`src/rtl/uart_rx_fifo.sv`:
```
// uart_rx_fifo: captures each byte handed over by the uart core into a circular FIFO and acks it.
// Define UART_RX_FIFO_FWFT_EN for a first-word fall-through read port; default is a registered read.

module uart_rx_fifo #(
   parameter int DEPTH_LOG2 = 4
) (
   input  logic                  clk_50m,
   input  logic                  rst,
   input  logic                  rdy,
   input  logic [7:0]            rx_din,
   output logic                  rdy_clr,
   input  logic                  rd_en,
   output logic [7:0]            rd_data,
   output logic                  empty,
   output logic                  full,
   output logic [DEPTH_LOG2:0]   count,
   output logic                  overrun,
   input  logic                  ovr_clr
);

   localparam int DEPTH = 1 << DEPTH_LOG2;
   localparam logic [DEPTH_LOG2:0] COUNT_FULL = {1'b1, {DEPTH_LOG2{1'b0}}};

   typedef enum logic [1:0] {
      IDLE = 2'd0,
      ACK  = 2'd1,
      WAIT = 2'd2
   } state_t;

   state_t                state_q, state_d;
   logic                  rdy_clr_q, rdy_clr_d;
   logic [DEPTH_LOG2-1:0] wr_ptr_q, wr_ptr_d;
   logic [DEPTH_LOG2-1:0] rd_ptr_q, rd_ptr_d;
   logic [DEPTH_LOG2:0]   count_q, count_d;
   logic                  empty_q, empty_d;
   logic                  full_q, full_d;
   logic                  overrun_q, overrun_d;

   logic                  capture;
   logic                  wr_ok;
   logic                  wr_drop;
   logic                  rd_ok;

   logic [7:0]            mem [DEPTH];

   // Capture handshake: one accepted rdy assertion per IDLE->ACK->WAIT round trip.
   always_comb begin
      // NOTE: every always_comb output gets a default first, so no path leaves it unassigned and no latch is inferred.
      state_d = state_q;
      capture = 1'b0;
      case (state_q)
         IDLE: begin
            if (rdy) begin
               capture = 1'b1;
               state_d = ACK;
            end
         end
         ACK:     state_d = WAIT;
         WAIT:    if (!rdy) state_d = IDLE;
         default: state_d = IDLE;
      endcase
      rdy_clr_d = (state_d == ACK);
   end

   always_comb begin
      wr_ok     = capture && !full_q;
      wr_drop   = capture && full_q;
      rd_ok     = rd_en && !empty_q;

      wr_ptr_d  = wr_ptr_q;
      rd_ptr_d  = rd_ptr_q;
      count_d   = count_q;
      overrun_d = overrun_q;

      if (wr_ok) wr_ptr_d = wr_ptr_q + 1'b1;
      if (rd_ok) rd_ptr_d = rd_ptr_q + 1'b1;

      case ({wr_ok, rd_ok})
         2'b10:   count_d = count_q + 1'b1;
         2'b01:   count_d = count_q - 1'b1;
         default: count_d = count_q;
      endcase

      // Flags are derived from the next count so they leave the flops glitch-free.
      empty_d = (count_d == '0);
      full_d  = (count_d == COUNT_FULL);

      if (ovr_clr) overrun_d = 1'b0;
      if (wr_drop) overrun_d = 1'b1;
   end

   // NOTE: sequential state uses non-blocking assignments so every flop samples pre-edge values.
   always_ff @(posedge clk_50m or posedge rst) begin
      if (rst) begin
         state_q   <= IDLE;
         rdy_clr_q <= 1'b0;
         wr_ptr_q  <= '0;
         rd_ptr_q  <= '0;
         count_q   <= '0;
         empty_q   <= 1'b1;
         full_q    <= 1'b0;
         overrun_q <= 1'b0;
      end else begin
         state_q   <= state_d;
         rdy_clr_q <= rdy_clr_d;
         wr_ptr_q  <= wr_ptr_d;
         rd_ptr_q  <= rd_ptr_d;
         count_q   <= count_d;
         empty_q   <= empty_d;
         full_q    <= full_d;
         overrun_q <= overrun_d;
      end
   end

   // NOTE: the storage array is deliberately not reset; entries are don't-care until written, and this keeps it mappable to RAM.
   always_ff @(posedge clk_50m) begin
      if (wr_ok) mem[wr_ptr_q] <= rx_din;
   end

`ifdef UART_RX_FIFO_FWFT_EN
   assign rd_data = mem[rd_ptr_q];
`else
   logic [7:0] rd_data_q, rd_data_d;

   always_comb begin
      rd_data_d = rd_data_q;
      if (rd_ok) rd_data_d = mem[rd_ptr_q];
   end

   always_ff @(posedge clk_50m or posedge rst) begin
      if (rst) rd_data_q <= 8'h00;
      else     rd_data_q <= rd_data_d;
   end

   assign rd_data = rd_data_q;
`endif

   assign rdy_clr = rdy_clr_q;
   assign empty   = empty_q;
   assign full    = full_q;
   assign count   = count_q;
   assign overrun = overrun_q;

endmodule

```
`config.mk`:
```
export PLATFORM = sky130hd
export DESIGN_NAME = uart_rx_fifo
export DESIGN_NICKNAME = d
export VERILOG_FILES = /design/src/rtl/uart_rx_fifo.sv
export SDC_FILE = /design/constraint.sdc
export NUM_CORES = 1
export LEC_CHECK = 0
export ABC_AREA = 1
export CORE_MARGIN = 2
export CORE_UTILIZATION = 62
export CTS_BUF_LIST = sky130_fd_sc_hd__clkbuf_4 sky130_fd_sc_hd__clkbuf_8
export CTS_CLUSTER_SIZE = 28
export DETAILED_ROUTE_END_ITERATION = 8
export GPL_TIMING_DRIVEN = 0
export PLACE_DENSITY_LB_ADDON = 0.2
export SYNTH_ARGS = -nofsm -noshare
export SYNTH_HDL_FRONTEND = slang
export SYNTH_SLANG_ARGS = --single-unit
```
`constraint.sdc`:
```
create_clock -name clk_50m -period 2.8 [get_ports clk_50m]
set_clock_uncertainty 0.05 [all_clocks]
set_input_delay 0.56 -clock clk_50m [delete_from_list [all_inputs] [get_ports clk_50m]]
set_output_delay 0.56 -clock clk_50m [all_outputs]
set_load 0.02 [all_outputs]
```
==> results of run 1 <==
[power breakdown]
part	switching (mW)	internal, mW	leakage (nW)
clock	0.793	0.875	0.193
combinational	2.08	1.02	1.18
sequential	0.199	2.79	1.47
total	3.07	4.69	2.85
[metrics by stage]
stage	instance area, sq um	hold WS, ps	TNS, ps	utilization (%)	worst slack, ps
6_report	7390	465	0	72.2	220
3_3_place_gp	6950	418	-2690	68.0	-514
3_5_place_dp	6950	443	-14090	68.0	-601
5_1_grt	7390	514	0	72.2	19.3
4_1_cts	7360	451	0	71.9	9.74
2_1_floorplan	6490	415	0	-	277
[routing by layer]
metal | global-route usage, % | vias to the layer above | part of all wire [%]
li1 | - | 2064 | -
met1 | 41.9 | 2153 | 39
met2 | 46.0 | 283 | 47
met3 | 8.77 | 38 | 11
met4 | 13.5 | 0 | 3.2
met5 | 0 | - | 0
[cells by family after synthesis]
family	after synthesis	share of synthesized area [%]
DFF	155	69.6
AOI/OAI and AO/OA	32	2.58
xor gates and xnor gates	7	0.944
and+or+nand+nor	323	21.3
adders and majority gates	8	1.54
buffers and inverters	52	4.03
[cell usage in the layout, fill, tap and decap left out, types with 4 or more instances in the layout]
| cell type | instances |
|---|---|
| sky130_fd_sc_hd__inv_1 | 22 |
| sky130_fd_sc_hd__clkdlybuf4s50_1 | 29 |
| sky130_fd_sc_hd__nor2_1 | 34 |
| sky130_fd_sc_hd__dfrtp_1 | 26 |
| sky130_fd_sc_hd__a21oi_1 | 17 |
| sky130_fd_sc_hd__inv_2 | 4 |
| sky130_fd_sc_hd__nand3_1 | 94 |
| sky130_fd_sc_hd__clkbuf_8 | 17 |
| sky130_fd_sc_hd__nor2_4 | 4 |
| sky130_fd_sc_hd__o21ai_0 | 8 |
| sky130_fd_sc_hd__edfxtp_1 | 128 |
| sky130_fd_sc_hd__buf_6 | 6 |
| sky130_fd_sc_hd__xor2_1 | 6 |
| sky130_fd_sc_hd__buf_2 | 13 |
| sky130_fd_sc_hd__nand2_1 | 176 |
| sky130_fd_sc_hd__ha_1 | 7 |
| sky130_fd_sc_hd__nand2_2 | 7 |
[critical path, stage by stage]
cell and delay (ps):
sky130_fd_sc_hd__clkdlybuf4s50_1 470, sky130_fd_sc_hd__nand2_2 90, sky130_fd_sc_hd__nor2_4 120, sky130_fd_sc_hd__inv_1 80
sky130_fd_sc_hd__nor2_4 130, sky130_fd_sc_hd__inv_1 100, sky130_fd_sc_hd__ha_4 190, sky130_fd_sc_hd__nand2_1 70
sky130_fd_sc_hd__inv_1 80, sky130_fd_sc_hd__nor2_2 110, sky130_fd_sc_hd__ha_1 250, sky130_fd_sc_hd__nand2_2 80
sky130_fd_sc_hd__nand2_2 40, sky130_fd_sc_hd__or2_0 210, sky130_fd_sc_hd__nor2_1 100, sky130_fd_sc_hd__nand3_1 120
sky130_fd_sc_hd__nor2_1 120
[state kept, by name, summed over array words and instances (netlist names)]
| register | count |
|---|---|
| count | 5 |
| wr_ptr_q | 4 |
| mem | 128 |
| overrun | 1 |
| rd_ptr_q | 4 |
| rd_data | 8 |
| rdy_clr | 1 |
| empty | 1 |
| state_q | 2 |
| full | 1 |
[what timing repair did]
item                       CTS  global route
pin swaps                    1             1
buffers inserted             1             0
setup endpoints to repair    2             3
resized for setup            2             7
hold buffers                 0             0
[worst max path at each step]
stage	end	slack, ps
final	full	220
after global routing	full	20
after CTS	full	10
after detailed placement	full	-600
after global placement	full	-510
after floorplan	full	280
[area by class of cell]
type,count,area share (%)
flip-flops and latches,155,61.2
clock buffers,18,3.27
clock inverters,13,2.07
multi-input cells,370,23.6
well taps,136,2.30
plain buffers,25,2.20
repair buffers,30,4.03
inverters,27,1.37
==> summary.md, run 1 <==
The run finished with clean final reports. Of the post-synthesis cell area, the dominant cell type holds 59.2%. Setup repair after global routing left no endpoint under its margin. In this run the deepest clock path goes through 2 buffers.

The floorplan die width is 106 um. The worst hold path terminates at rd_data[7]. The tools report the final setup violation count as 0. The final number of max-transition violations was 0. The core region is 10200 sq um. The worst reg2reg path startpoint is state_q[0]. The detail-routed net length per standard cell is 20.6 um, and the number of buffers created by CTS is 17. The level count of the clock H-tree was 4. For the area of the die, the log shows 11300 sq um. Summing internal, switching and leakage power gives 7.76 mW. The finished layout holds 774 standard cells, fillers aside.

Including well taps, the total number of placed cells is 742. The launch instance of the worst min-delay path is rd_data[7]. The tool flagged a number of max-cap violations equal to 0.

Final critical path time including I/O delays and setup: 2580 ps. After clock tree synthesis, the clock-pin slew on the worst setup and hold paths is 80 ps. The worst hold path passes through 2 cells. The logs give 647 for the final net count and 69.6% for the sequential share of the synthesized area.

The tools report the routed via count as 4538. Among all flip-flop cells after synthesis, the most frequent one is sky130_fd_sc_hd__edfxtp_1. A synthesized cell averages 11.3 sq um. Global routing finished with a remaining overflow of 0. Ranked by total cell area, the synthesized netlist is headed by sky130_fd_sc_hd__edfxtp_1 (59%), sky130_fd_sc_hd__nand2_1 (10%), sky130_fd_sc_hd__dfrtp_1 (10%). Counting every net in the synthesized netlist gives 598. Ranked by instance count, the synthesized netlist is headed by sky130_fd_sc_hd__nand2_1 (177), sky130_fd_sc_hd__edfxtp_1 (128), sky130_fd_sc_hd__nand3_1 (94), sky130_fd_sc_hd__nor2_1 (37), sky130_fd_sc_hd__dfrtp_1 (26). The growth of design area from synthesis to finish works out to 13.8%. After detailed routing, the number of vias per cell comes to 5.86.

In this run the remaining antenna-violating nets after routing total 0. TritonCTS built the clock tree. Length of the first detailed-routing pass in iterations: 5.

Clock tree synthesis selected as its root buffer the cell sky130_fd_sc_hd__clkbuf_8. The first global-routing pass estimated 24.5 mm of wire. The standby leakage power came out at 2.85 nW. The areal power density over the cells is 1050 nW/um^2. The number of rows in the core area is 37. The library cell with the largest summed area after synthesis is sky130_fd_sc_hd__edfxtp_1. The highest fanout seen on the critical path is 6. For this configuration, the core starts out at a cell density of 63.5%. The number of enable flip-flop cells after synthesis was 128. The tools report the maximum operating frequency as 0.388 GHz.

The worst setup path is of the in2reg kind. Entering global routing, the biggest net connects 28 pins. At the pin with the least slew margin, the transition time is 1090 ps. Summing every instance area after synthesis gives 6490 sq um. The number of global-route vias before repair was 4403.

In this run the worst setup path begins at rdy. In the final layout, the multi-input gates occupy 1740 sq um. The fraction of the cycle the final worst path needs was 92.1%.

Pin placement for this block handled 30 I/O pins. For this design, the sink count on the clock tree is 155. The run gives 15.9 mm as the sum of routed wire length over all layers. The tools report the initial antenna violation count as 0. The DRC violation total after the first TritonRoute iteration is 553. The filler cell count in the final layout is 726.

The worst register-to-register path has a depth of 17. For the arrival time of data at the critical path endpoint, the log shows 2920 ps. The synthesized design contains 155 register bits. During synthesis, Yosys emitted a total of 0 warnings. The worst setup path is launched from an input pin. The most common cell in the synthesized netlist is sky130_fd_sc_hd__nand2_1.

Reg-to-reg critical path endpoint: full. At the worst endpoint, the required time is 3140 ps. In the synthesized netlist, the number of instances is 577. The logs give 10.7 mm for the post-detailed-placement half-perimeter wirelength and 0.895 for the placer congestion estimate. The number of buffers added on ports works out to 29.

In the routed design, unresolved DRC markers number 0. Capturing element type of the critical path: a flop. Cells with a size suffix above 1 make up 11.3% of the layout.

For flop-to-flop paths, the worst setup slack is 370 ps. The register cell area after layout came out at 4520 sq um. The run gives 0 as the count of antenna diodes in the layout. The final hold violation count is 0.

Of all flip-flops after synthesis, the portion carrying an async set or reset was 17.4%. The run gives 0.466 mV as the peak supply drop. The die is 106 um tall. For the overall routing resource usage, the log shows 30.5%. The class of the tightest hold or removal check was reg2reg. Headroom to the max-slew limit came out at 27.5%. The logs give 28 for the number of unique standard cell types used by synthesis and 460 ps for the worst-skew pair later-pin latency.
No activity file was read; power rests on OpenSTA's default activity.
==> inputs of run 2 (changes only) <==
--- a/config.mk
+++ b/config.mk
@@ -13,6 +13,7 @@
 export DETAILED_ROUTE_END_ITERATION = 8
 export GPL_TIMING_DRIVEN = 0
 export PLACE_DENSITY_LB_ADDON = 0.2
+export RECOVER_POWER = 50
 export SYNTH_ARGS = -nofsm -noshare
 export SYNTH_HDL_FRONTEND = slang
 export SYNTH_SLANG_ARGS = --single-unit
==> run 2 against run 1 <==
Register-to-register slack barely moved. Worst setup slack improved by 3.7 ps. Global-route usage did not move. Critical path depth did not move. Worst hold slack improved by 3.6 ps. Sequential power barely moved. Non-clock buffer count did not move. Clock power barely moved. Routed wire length rose by 0.57%. Largest power group unchanged. Cell count did not move. Combinational power barely moved. Die area did not move.
==> summary.md, run 2 (synthesis results as in run 1) <==
The launch point of the critical path was rdy. The routed via count divided by cell count is 5.86 (unchanged). The arrival time of data at the critical path endpoint was 2920 ps (about the same).

Post-layout instance area: 7380 sq um (about the same). For the final core utilization, the log shows 72.2% (about the same). The startpoint identified for the worst hold timing path is rd_data[7].

The worst max-slew margin expressed relative to the limit was 26.5% (-0.98 points). Length of the first detailed-routing pass in iterations: 5 (unchanged). The DRC violation total after the first TritonRoute iteration is 557 (+0.72%), and the worst-skew pair later-pin latency is 460 ps (about the same). The fraction of the cycle the final worst path needs is 92.0% (-0.13 points). The remaining routing DRC violations was 0 (unchanged).

The tools report the required time reported for the critical path endpoint as 3150 ps (about the same). Setup repair after global routing left no endpoint under its margin. The logs give 155 (unchanged) for the number of clock sinks and 0 (unchanged) for the hold buffer count at CTS. The slowest cell on the critical path was sky130_fd_sc_hd__clkdlybuf4s50_1. The placer congestion estimate is 0.895 (unchanged). The final number of max-transition violations came out at 0 (unchanged). The ratio of cells with drive above 1 in the final layout is 10.8% (-0.47 points). The critical path in this run is classified as in2reg. The tools report the final net count as 647 (unchanged). The run gives 30 (unchanged) as the count of pins on the block boundary. The floorplan die height was 106 um (unchanged); the count of placed standard cells including taps was 742 (unchanged). The growth of design area from synthesis to finish is 13.7% (about the same). Following the worst setup path forward leads to its endpoint at full. The run gives 0 (unchanged) as the initial antenna violation count.

The kind of cell adding the most delay to the critical path is simple AND/OR/NAND/NOR gates. The number of rows in the core area was 37 (unchanged). The post-detailed-placement half-perimeter wirelength is 10.7 mm (unchanged). The tree is rooted in a sky130_fd_sc_hd__clkbuf_8. The flip-flop count of the largest register after layout is 128 (unchanged), and the setup total negative slack is 0 ps (unchanged). The tools report the worst reg2reg path startpoint as state_q[0]. The flow ran to the end, and the final reports show no timing, DRC or antenna violations. The number of logic stages on the critical path including buffering is 17 (unchanged), and the tightest hold margin is 468 ps (+3.57 ps). STA classifies the critical path startpoint as an input pin. Standby leakage power: 2.84 nW (-0.25%). The min-delay analysis places its worst path in the category reg2reg.

The final setup violation count came out at 0 (unchanged). The number of buffers created by CTS is 17 (unchanged), and the pin count of the biggest net entering global routing is 28 (unchanged). The biggest cell delay along the critical path is 470 ps (about the same), and the detail-routed net length per standard cell is 20.7 um (+0.57%). The total grt overflow was 0 (unchanged).

Sum of routed wire length over all layers: 16.0 mm (+0.57%). Register with the most flip-flops: mem. The run gives 370 ps (about the same) as the slack of the worst reg-to-reg path. The level count of the clock H-tree came out at 4 (unchanged).

For the final hold violation count, the log shows 0 (unchanged). The signal on the critical path passes through clkdlybuf4s50_1 > nand2_2 > nor2_4 > inv_1 > nor2_4 > inv_1 > ha_4 > nand2_1 > inv_1 > nor2_2 > ha_1 > nand2_2 > nand2_2 > or2_0 > nor2_1 > nand3_1 > nor2_1. Number of global-route vias before repair: 4403 (unchanged). The number of buffers added on ports came out at 29 (unchanged). The count of non-filler cells in the finished layout was 774 (unchanged); the floorplan die width was 106 um (unchanged). For the area of the die, the log shows 11300 sq um (unchanged).

The buffer and inverter count on the worst path was 4 (unchanged). The tools report the overall routing resource usage as 30.5% (unchanged). In the layout the commonest cells are sky130_fd_sc_hd__nand2_1 (176), sky130_fd_sc_hd__edfxtp_1 (128), sky130_fd_sc_hd__nand3_1 (94). Areal power density over the cells: 1050 nW/um^2 (about the same). CTS clock-pin slew for the worst setup and hold paths: 90 ps (about the same).

The worst reg2reg path depth is 17 (unchanged), and the instance area after placement is 6950 sq um (unchanged). The slew at the pin closest to its max-slew limit is 1100 ps (+14.7 ps). The capturing element type of the critical path was a flop.

Starting density of the core: 63.5% (unchanged). TritonCTS built the clock tree. The final critical path time including I/O delays and setup was 2580 ps (-3.73 ps). The wire length of the first global-routing pass was 24.5 mm (unchanged); the maximum number of buffers from clock root to sink was 2 (unchanged).

The highest fanout seen on the critical path came out at 6 (unchanged). Reg-to-reg critical path endpoint: full. For the routed via count, the log shows 4538 (unchanged). The library cell used most frequently in the layout, excluding fill and tap cells, is sky130_fd_sc_hd__nand2_1. The reported max-cap violation count was 0 (unchanged). The tools report the count of antenna diodes in the layout as 0 (unchanged). Remaining antenna violation count: 0 (unchanged). The tools report the maximum operating frequency as 0.388 GHz (+0.14%). Area of the core: 10200 sq um (unchanged).

The peak supply drop is 0.465 mV (-0.31%).
[run 2: cell types whose count changed in the layout (fill, tap and decap cells not counted)]
cell                              previous run  this run
sky130_fd_sc_hd__buf_4                       3         2
sky130_fd_sc_hd__buf_1                       1         0
sky130_fd_sc_hd__clkdlybuf4s50_1            29        20
sky130_fd_sc_hd__buf_2                      13        11
sky130_fd_sc_hd__dlygate4sd3_1               0         9
sky130_fd_sc_hd__clkbuf_1                    3         7
[run 2: final cells by class]
type | instances | area, sq um
fillers | 725 | 2850
multi-input cells | 370 | 1740
plain buffers | 25 | 156
flip-flops and latches | 155 | 4520
clock buffers | 18 | 241
clock inverters | 13 | 153
repair buffers | 30 | 298
well taps | 136 | 170
inverters | 27 | 101
[run 2: worst reg2reg max path, cell delays in order, from the launching register on]
cell                      delay [ps]
sky130_fd_sc_hd__dfrtp_1         380
sky130_fd_sc_hd__inv_1            60
sky130_fd_sc_hd__nand2_2          80
sky130_fd_sc_hd__nor2_4          120
sky130_fd_sc_hd__inv_1            80
sky130_fd_sc_hd__nor2_4          130
sky130_fd_sc_hd__inv_1           100
sky130_fd_sc_hd__ha_4            190
sky130_fd_sc_hd__nand2_1          80
sky130_fd_sc_hd__inv_1            80
sky130_fd_sc_hd__nor2_2          110
sky130_fd_sc_hd__ha_1            250
sky130_fd_sc_hd__nand2_2          80
sky130_fd_sc_hd__nand2_2          50
sky130_fd_sc_hd__or2_0           210
sky130_fd_sc_hd__nor2_1          100
sky130_fd_sc_hd__nand3_1         130
sky130_fd_sc_hd__nor2_1          120
[run 2: what timing repair did]
action                                  CTS  global route
resized for setup                         2             7
pin swaps                                 1             1
endpoints found under the setup margin    2             3
setup buffers                             1             0
[run 2: layer usage]
metal	GRT usage (%)	share of wire [%]	up-vias	wire (um)
li1	-	-	2061	-
met3	8.77	12	42	1920
met1	41.9	38	2169	6080
met2	46.0	47	266	7530
met5	0	0	-	0
met4	13.5	3.0	0	486
[run 2: worst min-delay path by stage]
stage / end / slack [ps] / cells after the start
after floorplan: rdy_clr / 420 / 1
after CTS: rdy_clr / 450 / 1
after global placement: rd_data[7] / 420 / 2
after detailed placement: rdy_clr / 440 / 1
final: rd_data[7] / 470 / 2
after global routing: state_q[0] / 510 / 1
[run 2: metrics by stage]
stage / power (mW) / worst slack (ps)
CTS: 7.67 / 9.74
global placement: 5.92 / -514
finish: 7.76 / 224
floorplan: 4.94 / 277
detailed placement: 6.02 / -601
global route: 8.16 / 19.3
[run 2: where the power goes]
| part | internal (mW) | switching [mW] |
|---|---|---|
| clock | 0.875 | 0.793 |
| combinational | 1.00 | 2.09 |
| sequential | 2.79 | 0.198 |
| total | 4.67 | 3.08 |
